### config.mk
export PLATFORM = sky130hd
export DESIGN_NAME = phase_array_driver
export DESIGN_NICKNAME = d
export VERILOG_FILES = /design/src/rtl/phase_array_driver_pkg.sv /design/src/rtl/phase_array_driver_channel.sv /design/src/rtl/phase_array_driver.sv
export SDC_FILE = /design/constraint.sdc
export NUM_CORES = 1
export LEC_CHECK = 0
export BUFFER_PORTS_ARGS = -buffer_cell sky130_fd_sc_hd__buf_2
export CAP_MARGIN = 10
export CELL_PAD_IN_SITES_DETAIL_PLACEMENT = 2
export CELL_PAD_IN_SITES_GLOBAL_PLACEMENT = 2
export CORE_MARGIN = 4
export CORE_UTILIZATION = 37
export CTS_CLUSTER_SIZE = 16
export DETAILED_ROUTE_END_ITERATION = 8
export GPL_TIMING_DRIVEN = 0
export MAX_ROUTING_LAYER = met4
export PLACE_DENSITY_LB_ADDON = 0.1
export SLEW_MARGIN = 20
export SYNTH_ARGS = -nofsm -noshare
export SYNTH_HDL_FRONTEND = slang
export SYNTH_SLANG_ARGS = --single-unit
### constraint.sdc
create_clock -name sys_clk -period 2.8 [get_ports sys_clk]
set_input_delay 0.42 -clock sys_clk [delete_from_list [all_inputs] [get_ports sys_clk]]
set_output_delay 0.42 -clock sys_clk [all_outputs]
set_load 0.02 [all_outputs]
### src/rtl/phase_array_driver_pkg.sv
// Shared types and default constants for the phased-array transducer driver.
package phase_array_driver_pkg;

  typedef enum logic [1:0] {
    ST_IDLE      = 2'd0,
    ST_WAIT_SYNC = 2'd1,
    ST_RUN       = 2'd2
  } state_e;

  localparam int DEF_PHASE_W      = 8;
  localparam int DEF_CLK_DIV      = 5;
  localparam int DEF_DUTY         = 128;
  localparam int DEF_LOST_PERIODS = 2;

endpackage

### src/rtl/phase_array_driver_channel.sv
// One transducer channel: registered drive, high while the step is inside the
// DUTY-wide window that starts at this channel's phase offset.
module phase_channel
  import phase_array_driver_pkg::*;
#(
  parameter int PHASE_W = DEF_PHASE_W,
  parameter int DUTY    = DEF_DUTY
) (
  input  logic               sys_clk,
  input  logic               rst,
  input  logic               en_i,
  input  logic [PHASE_W-1:0] step_i,
  input  logic [PHASE_W-1:0] phase_i,
  output logic               drive_o
);

  logic [PHASE_W-1:0] offset;
  logic               drive_d;
  logic               drive_q;

  // Subtraction wraps modulo STEPS, so the window may straddle step 0.
  always_comb begin
    offset  = step_i - phase_i;
    drive_d = en_i && (offset < PHASE_W'(DUTY));
  end

  always_ff @(posedge sys_clk) begin
    if (rst) drive_q <= 1'b0;
    else     drive_q <= drive_d;
  end

  assign drive_o = drive_q;

endmodule

### src/rtl/phase_array_driver.sv
// Phased-array driver: shared prescaler/step counter, master/slave sync,
// double-buffered per-channel phase registers and N_CH drive comparators.
module phase_array_driver
  import phase_array_driver_pkg::*;
#(
  parameter int N_CH         = 2,
  parameter int PHASE_W      = DEF_PHASE_W,
  parameter int CLK_DIV      = DEF_CLK_DIV,
  parameter int DUTY         = DEF_DUTY,
  parameter int LOST_PERIODS = DEF_LOST_PERIODS,
  localparam int AW          = (N_CH > 1) ? $clog2(N_CH) : 1
) (
  input  logic               sys_clk,
  input  logic               rst,
  input  logic               enable,
  input  logic               slave,
  input  logic               wr_en,
  input  logic [AW-1:0]      wr_addr,
  input  logic [PHASE_W-1:0] wr_data,
  input  logic               commit,
  input  logic               sync_in,
  output logic               sync_out,
  output logic [N_CH-1:0]    trans,
  output logic               period_tick,
  output logic               commit_pending,
  output logic               sync_lost
);

  localparam int          PW         = (CLK_DIV > 1) ? $clog2(CLK_DIV) : 1;
  localparam int unsigned LOST_LIMIT = LOST_PERIODS * (2 ** PHASE_W) * CLK_DIV;
  localparam int          CW         = $clog2(LOST_LIMIT + 1);

  state_e             state_q, state_d;
  logic [PW-1:0]      presc_q, presc_d;
  logic [PHASE_W-1:0] step_q, step_d;
  logic [2:0]         sync_q;
  logic               sync_edge;
  logic [PHASE_W-1:0] shadow_q [N_CH];
  logic [PHASE_W-1:0] shadow_d [N_CH];
  logic [PHASE_W-1:0] active_q [N_CH];
  logic [PHASE_W-1:0] active_d [N_CH];
  logic               pending_q, pending_d;
  logic [CW-1:0]      lost_cnt_q, lost_cnt_d;
  logic               lost_q, lost_d;
  logic               tick_q, tick_d;
  logic               sync_out_q, sync_out_d;
  logic               in_run, stay_run, run_next;
  logic               resync, step_adv, wrap, copy_now;

  // sync_q[1] is the synchronised level, sync_q[2] its previous value.
  always_ff @(posedge sys_clk) begin
    if (rst) sync_q <= '0;
    else     sync_q <= {sync_q[1:0], sync_in};
  end

  assign sync_edge = sync_q[1] & ~sync_q[2];

  always_ff @(posedge sys_clk) begin
    if (rst) state_q <= ST_IDLE;
    else     state_q <= state_d;
  end

  always_comb begin
    state_d = state_q;
    case (state_q)
      ST_IDLE:      if (enable) state_d = slave ? ST_WAIT_SYNC : ST_RUN;
      ST_WAIT_SYNC: if (sync_edge) state_d = ST_RUN;
      ST_RUN:       state_d = ST_RUN;
      default:      state_d = ST_IDLE;
    endcase
    if (!enable) state_d = ST_IDLE;
  end

  always_comb begin
    in_run   = (state_q == ST_RUN);
    run_next = (state_d == ST_RUN);
    stay_run = in_run && run_next;
  end

  // Counters only advance while running in consecutive cycles, so entry into
  // RUN always starts from step 0 and exit leaves them cleared.
  always_comb begin
    resync   = in_run && slave && sync_edge;
    step_adv = (presc_q == PW'(CLK_DIV - 1));
    wrap     = in_run && step_adv && (step_q == '1) && !resync;
    presc_d  = '0;
    step_d   = '0;
    if (stay_run && !resync) begin
      if (step_adv) begin
        step_d = step_q + PHASE_W'(1);
      end else begin
        presc_d = presc_q + PW'(1);
        step_d  = step_q;
      end
    end
  end

  // Copy source is shadow_d so a write landing on the copy cycle is included.
  always_comb begin
    copy_now  = in_run ? ((pending_q || commit) && (wrap || resync)) : pending_q;
    pending_d = pending_q;
    if (copy_now)    pending_d = 1'b0;
    else if (commit) pending_d = 1'b1;
    for (int unsigned i = 0; i < N_CH; i++) begin
      shadow_d[i] = shadow_q[i];
      if (wr_en && (32'(wr_addr) == i)) shadow_d[i] = wr_data;
      active_d[i] = copy_now ? shadow_d[i] : active_q[i];
    end
  end

  always_comb begin
    lost_cnt_d = '0;
    lost_d     = 1'b0;
    if (stay_run && slave && !sync_edge) begin
      lost_cnt_d = lost_q ? lost_cnt_q : lost_cnt_q + CW'(1);
      lost_d     = lost_q || (lost_cnt_d == CW'(LOST_LIMIT));
    end
    tick_d     = run_next && (wrap || resync);
    sync_out_d = run_next && !slave && (step_d == '0);
  end

  always_ff @(posedge sys_clk) begin
    if (rst) begin
      presc_q    <= '0;
      step_q     <= '0;
      pending_q  <= 1'b0;
      lost_cnt_q <= '0;
      lost_q     <= 1'b0;
      tick_q     <= 1'b0;
      sync_out_q <= 1'b0;
      for (int unsigned i = 0; i < N_CH; i++) begin
        shadow_q[i] <= '0;
        active_q[i] <= '0;
      end
    end else begin
      presc_q    <= presc_d;
      step_q     <= step_d;
      pending_q  <= pending_d;
      lost_cnt_q <= lost_cnt_d;
      lost_q     <= lost_d;
      tick_q     <= tick_d;
      sync_out_q <= sync_out_d;
      for (int unsigned i = 0; i < N_CH; i++) begin
        shadow_q[i] <= shadow_d[i];
        active_q[i] <= active_d[i];
      end
    end
  end

  for (genvar g = 0; g < N_CH; g++) begin : g_ch
    phase_channel #(
      .PHASE_W (PHASE_W),
      .DUTY    (DUTY)
    ) u_ch (
      .sys_clk (sys_clk),
      .rst     (rst),
      .en_i    (stay_run),
      .step_i  (step_q),
      .phase_i (active_q[g]),
      .drive_o (trans[g])
    );
  end

  assign sync_out       = sync_out_q;
  assign period_tick    = tick_q;
  assign commit_pending = pending_q;
  assign sync_lost      = lost_q;

endmodule
==> reports/metrics.yaml <==
synth:
  synth_edf_count: 0
  synthTopCellsByArea: "dfxtp_1 43%, ha_1 6.5%, nor2_1 4.9%"
  ys_warn_count: 0
  syn_nets: 366
  syn_inst: 334
  ys_top_cells_by_count: "66 x dfxtp_1, 40 x nor2_1, 21 x nand2_1, 19 x a21oi_1, 17 x inv_1"
  ys_seq_area_frac: 0.4301
  synth_top_area_share: 0.4301
  avgSynthCellArea_um2: 9.197
  async_flop_share: 0
  syn_area_mm2: 0.003072
  yosys_most_used_dff: "dfxtp_1"
  yosysUniqueCellTypes: 46
  yosysTopAreaCell: "dfxtp_1"
  ys_ff_latch: 66
  yosysMostFrequentCell: "dfxtp_1"
power:
  p_clk_frac: 0.372
  pwr-share-seq: 0.525
  p_int_mw: 1.398
  power_density_mw_per_mm2: 554.2
  combPwrFrac: 0.103
  p_switching_uw: 522.3
  peakVddDrop_v: 0.0003018
  switching_share: 0.2720
  leakage_nw: 1.373
routing:
  post_drt_wl_per_cell_um: 16.11
  vias_per_cell: 5.146
  drt_iter0_drc: 65
  first_pass_iters: 4
  vias: 2424
  drc_errors: 0
  antenna_left: 0
  routed_wl_um: 7589
worst_hold_path:
  worstHoldPathType: "input pin to register"
  whs_path_depth: 2
worst_setup_path:
  crit_top_cell: "buf_6"
  worst-r2r-cell-count: 11
  cp_slowest_cell: "dfxtp_1"
  cp_data_arrival_time_ns: 2.56
  path_buf_inv: 4
  path_cells: "inv_1, ha_1, and2_1, buf_6, and4_4, buf_6, a32oi_4, a21oi_4, nor2_4, buf_6, o22a_1"
  startpoint_type: "register"
  end_kind: "register"
  crit_required_ns: 3.09
  cpLargestDelayFamily: "simple AND/OR/NAND/NOR gates"
  crit_fanout: 10
  slowest_delay_ns: 0.36
  cp.depth: 11
  path_class: "register to register"
grt:
  grt_pass1_vias: 2678
  busiest_layer: "met2"
  grt_pass1_wl_um: 13110
  grtUsageMet2: 0.2655
  grt_max_degree: 13
  grt_util_all_layers: 0.1737
  antenna_found_initial: 0
  grtUsageMet3: 0.02735
  overflow: 0
  grt_util_met1: 0.2283
sta:
  hold_slack_ns: 0.2851
  hold_violations: 0
  fin_crit_sh: 0.8099
  rsz0062_at_grt: "no"
  timing.final.crit_period_ns: 2.268
  setup_viol: 0
  finClkSkew_ns: 0.009627
  worst_pin_slew_ns: 0.5656
  fmax_mhz: 441.0
  fin_tns_setup_ns: 0
  slew_headroom: 0.6229
  slew_violations: 0
clock_tree:
  insertion_delay_ns: 0.35
  cts_buffers: 9
  cts_setup_buffers: 0
  cts_htree_levels: 3
  clock-root-buffer: "clkbuf_8"
  clockBufferDepth: 2
  cts_resized: 0
  path_clk_slew_ns: 0.07
  cts_tree: "built"
  postCtsHoldBufs: 0
  clock-sinks: 66
cells_and_area:
  insertedDiodeCount: 0
  nets: 396
  finalCoreUtilization: 0.4392
  area_growth_pct: 12.79
  layout-drive-gt1-share: 0.1301
die:
  dieWidth_um: 99.12
  start_util: 0.3894
  die_area_mm2: 0.009824
  die_h_um: 99.12
  num_rows: 32
  io_pins: 22
  core_area_mm2: 0.007888
flow_run:
  max_cap_viol_count: 0
place:
  hpwl_um: 5700
  gp_congestion: 0.7571
  io_buffers: 19
outcome:
  status: "finished, final reports clean"
-- state kept, by name (all words and copies together) (netlist names), 2 cells and up --
name,flops
step_q,8
active_q,16
presc_q,3
shadow_q,16
sync_q,3
g_ch.u_ch.drive_o,2
state_q,2
lost_cnt_q,12
-- worst register-to-register path: cells and delay by family (launching register included) --
family / cells / cell delay (ns)
flops: 1 / 0.36
compound gates: 3 / 0.55
simple gates: 3 / 0.59
fa+ha+maj: 1 / 0.22
buf+inv: 4 / 0.49
-- cells in the final DEF, fill, tap and decap left out, types with 2 or more instances in the layout --
cell type | netlist | layout
dfxtp_1 | 66 | 66
nor2_1 | 40 | 40
nand2_1 | 21 | 21
buf_2 | 2 | 21
a21oi_1 | 19 | 19
inv_1 | 17 | 17
nand3_1 | 16 | 16
xnor2_1 | 16 | 16
o22a_1 | 16 | 16
ha_1 | 16 | 16
clkbuf_1 | 10 | 11
xor2_1 | 10 | 10
mux2i_1 | 9 | 9
clkbuf_8 | 0 | 9
nor2b_1 | 8 | 8
o21ai_0 | 8 | 8
nand4_1 | 8 | 8
a21o_1 | 5 | 5
nor3_1 | 4 | 4
nand2b_1 | 4 | 4
buf_6 | 3 | 3
and3_1 | 3 | 3
buf_4 | 3 | 3
nor3b_1 | 2 | 2
nand4b_1 | 2 | 2
nand3b_1 | 2 | 2
o211ai_1 | 2 | 2
a311oi_1 | 2 | 2
a41oi_1 | 2 | 2
clkinvlp_4 | 0 | 2
clkinv_2 | 0 | 2
-- stage by stage --
| step | std cells | worst slack (ns) | total power [mW] | instance area (µm²) |
|---|---|---|---|---|
| after global placement | 455 | 0.5534 | 1.219 | 3294 |
| final | 471 | 0.5323 | 1.920 | 3465 |
| after floorplan | 334 | 0.7876 | 1.169 | 3072 |
| after detailed placement | 455 | 0.5221 | 1.231 | 3294 |
| after CTS | 471 | 0.5066 | 1.951 | 3465 |
| after global routing | 471 | 0.3591 | 2.026 | 3465 |
-- power groups by stage --
stage          logic, mW  clock network, mW  registers, mW
5_1_grt            0.227              0.785           1.01
6_report           0.197              0.715           1.01
3_5_place_dp       0.200                  0           1.03
2_1_floorplan      0.143                  0           1.03
3_3_place_gp       0.190                  0           1.03
4_1_cts            0.202              0.740           1.01
-- final cells by class --
cell class | instances | area (µm²)
Fill cell | 878 | 4423
Multi-Input combinational cell | 232 | 1579
Sequential cell | 66 | 1321
Clock buffer | 10 | 127.6
Tap cell | 102 | 127.6
Buffer | 19 | 107.6
Timing Repair Buffer | 19 | 95.09
Inverter | 17 | 63.81
Clock inverter | 6 | 42.54
-- layer usage --
metal | vias to the layer above | share of wire
met1 | 1166 | 0.51
met2 | 31 | 0.46
met3 | 8 | 0.018
met5 | - | 0
met4 | 0 | 0.012
li1 | 1219 | -
-- cell families (layout without fill, tap and decap cells) --
group	Yosys count	in the layout	share of synthesized area
DFF	66	66	0.4301
muxes	10	10	0.03299
xor gates and xnor gates	26	26	0.07413
and+or+nand+nor	118	118	0.1931
adders and majority gates	16	16	0.06517
buffers and inverters	36	71	0.05580
AOI/OAI and AO/OA	62	62	0.1487
-- final timing paths --
| check | startpoint | end | slack (ns) |
|---|---|---|---|
| hold reg to reg | sync_q[0] | sync_q[1] | 0.46 |
| setup / recovery | presc_q[0] | active_q[0][13] | 0.53 |
| setup reg to reg | presc_q[0] | active_q[0][13] | 0.53 |
| hold / removal | enable | sync_out | 0.29 |
(Power assumes the default switching activity.)
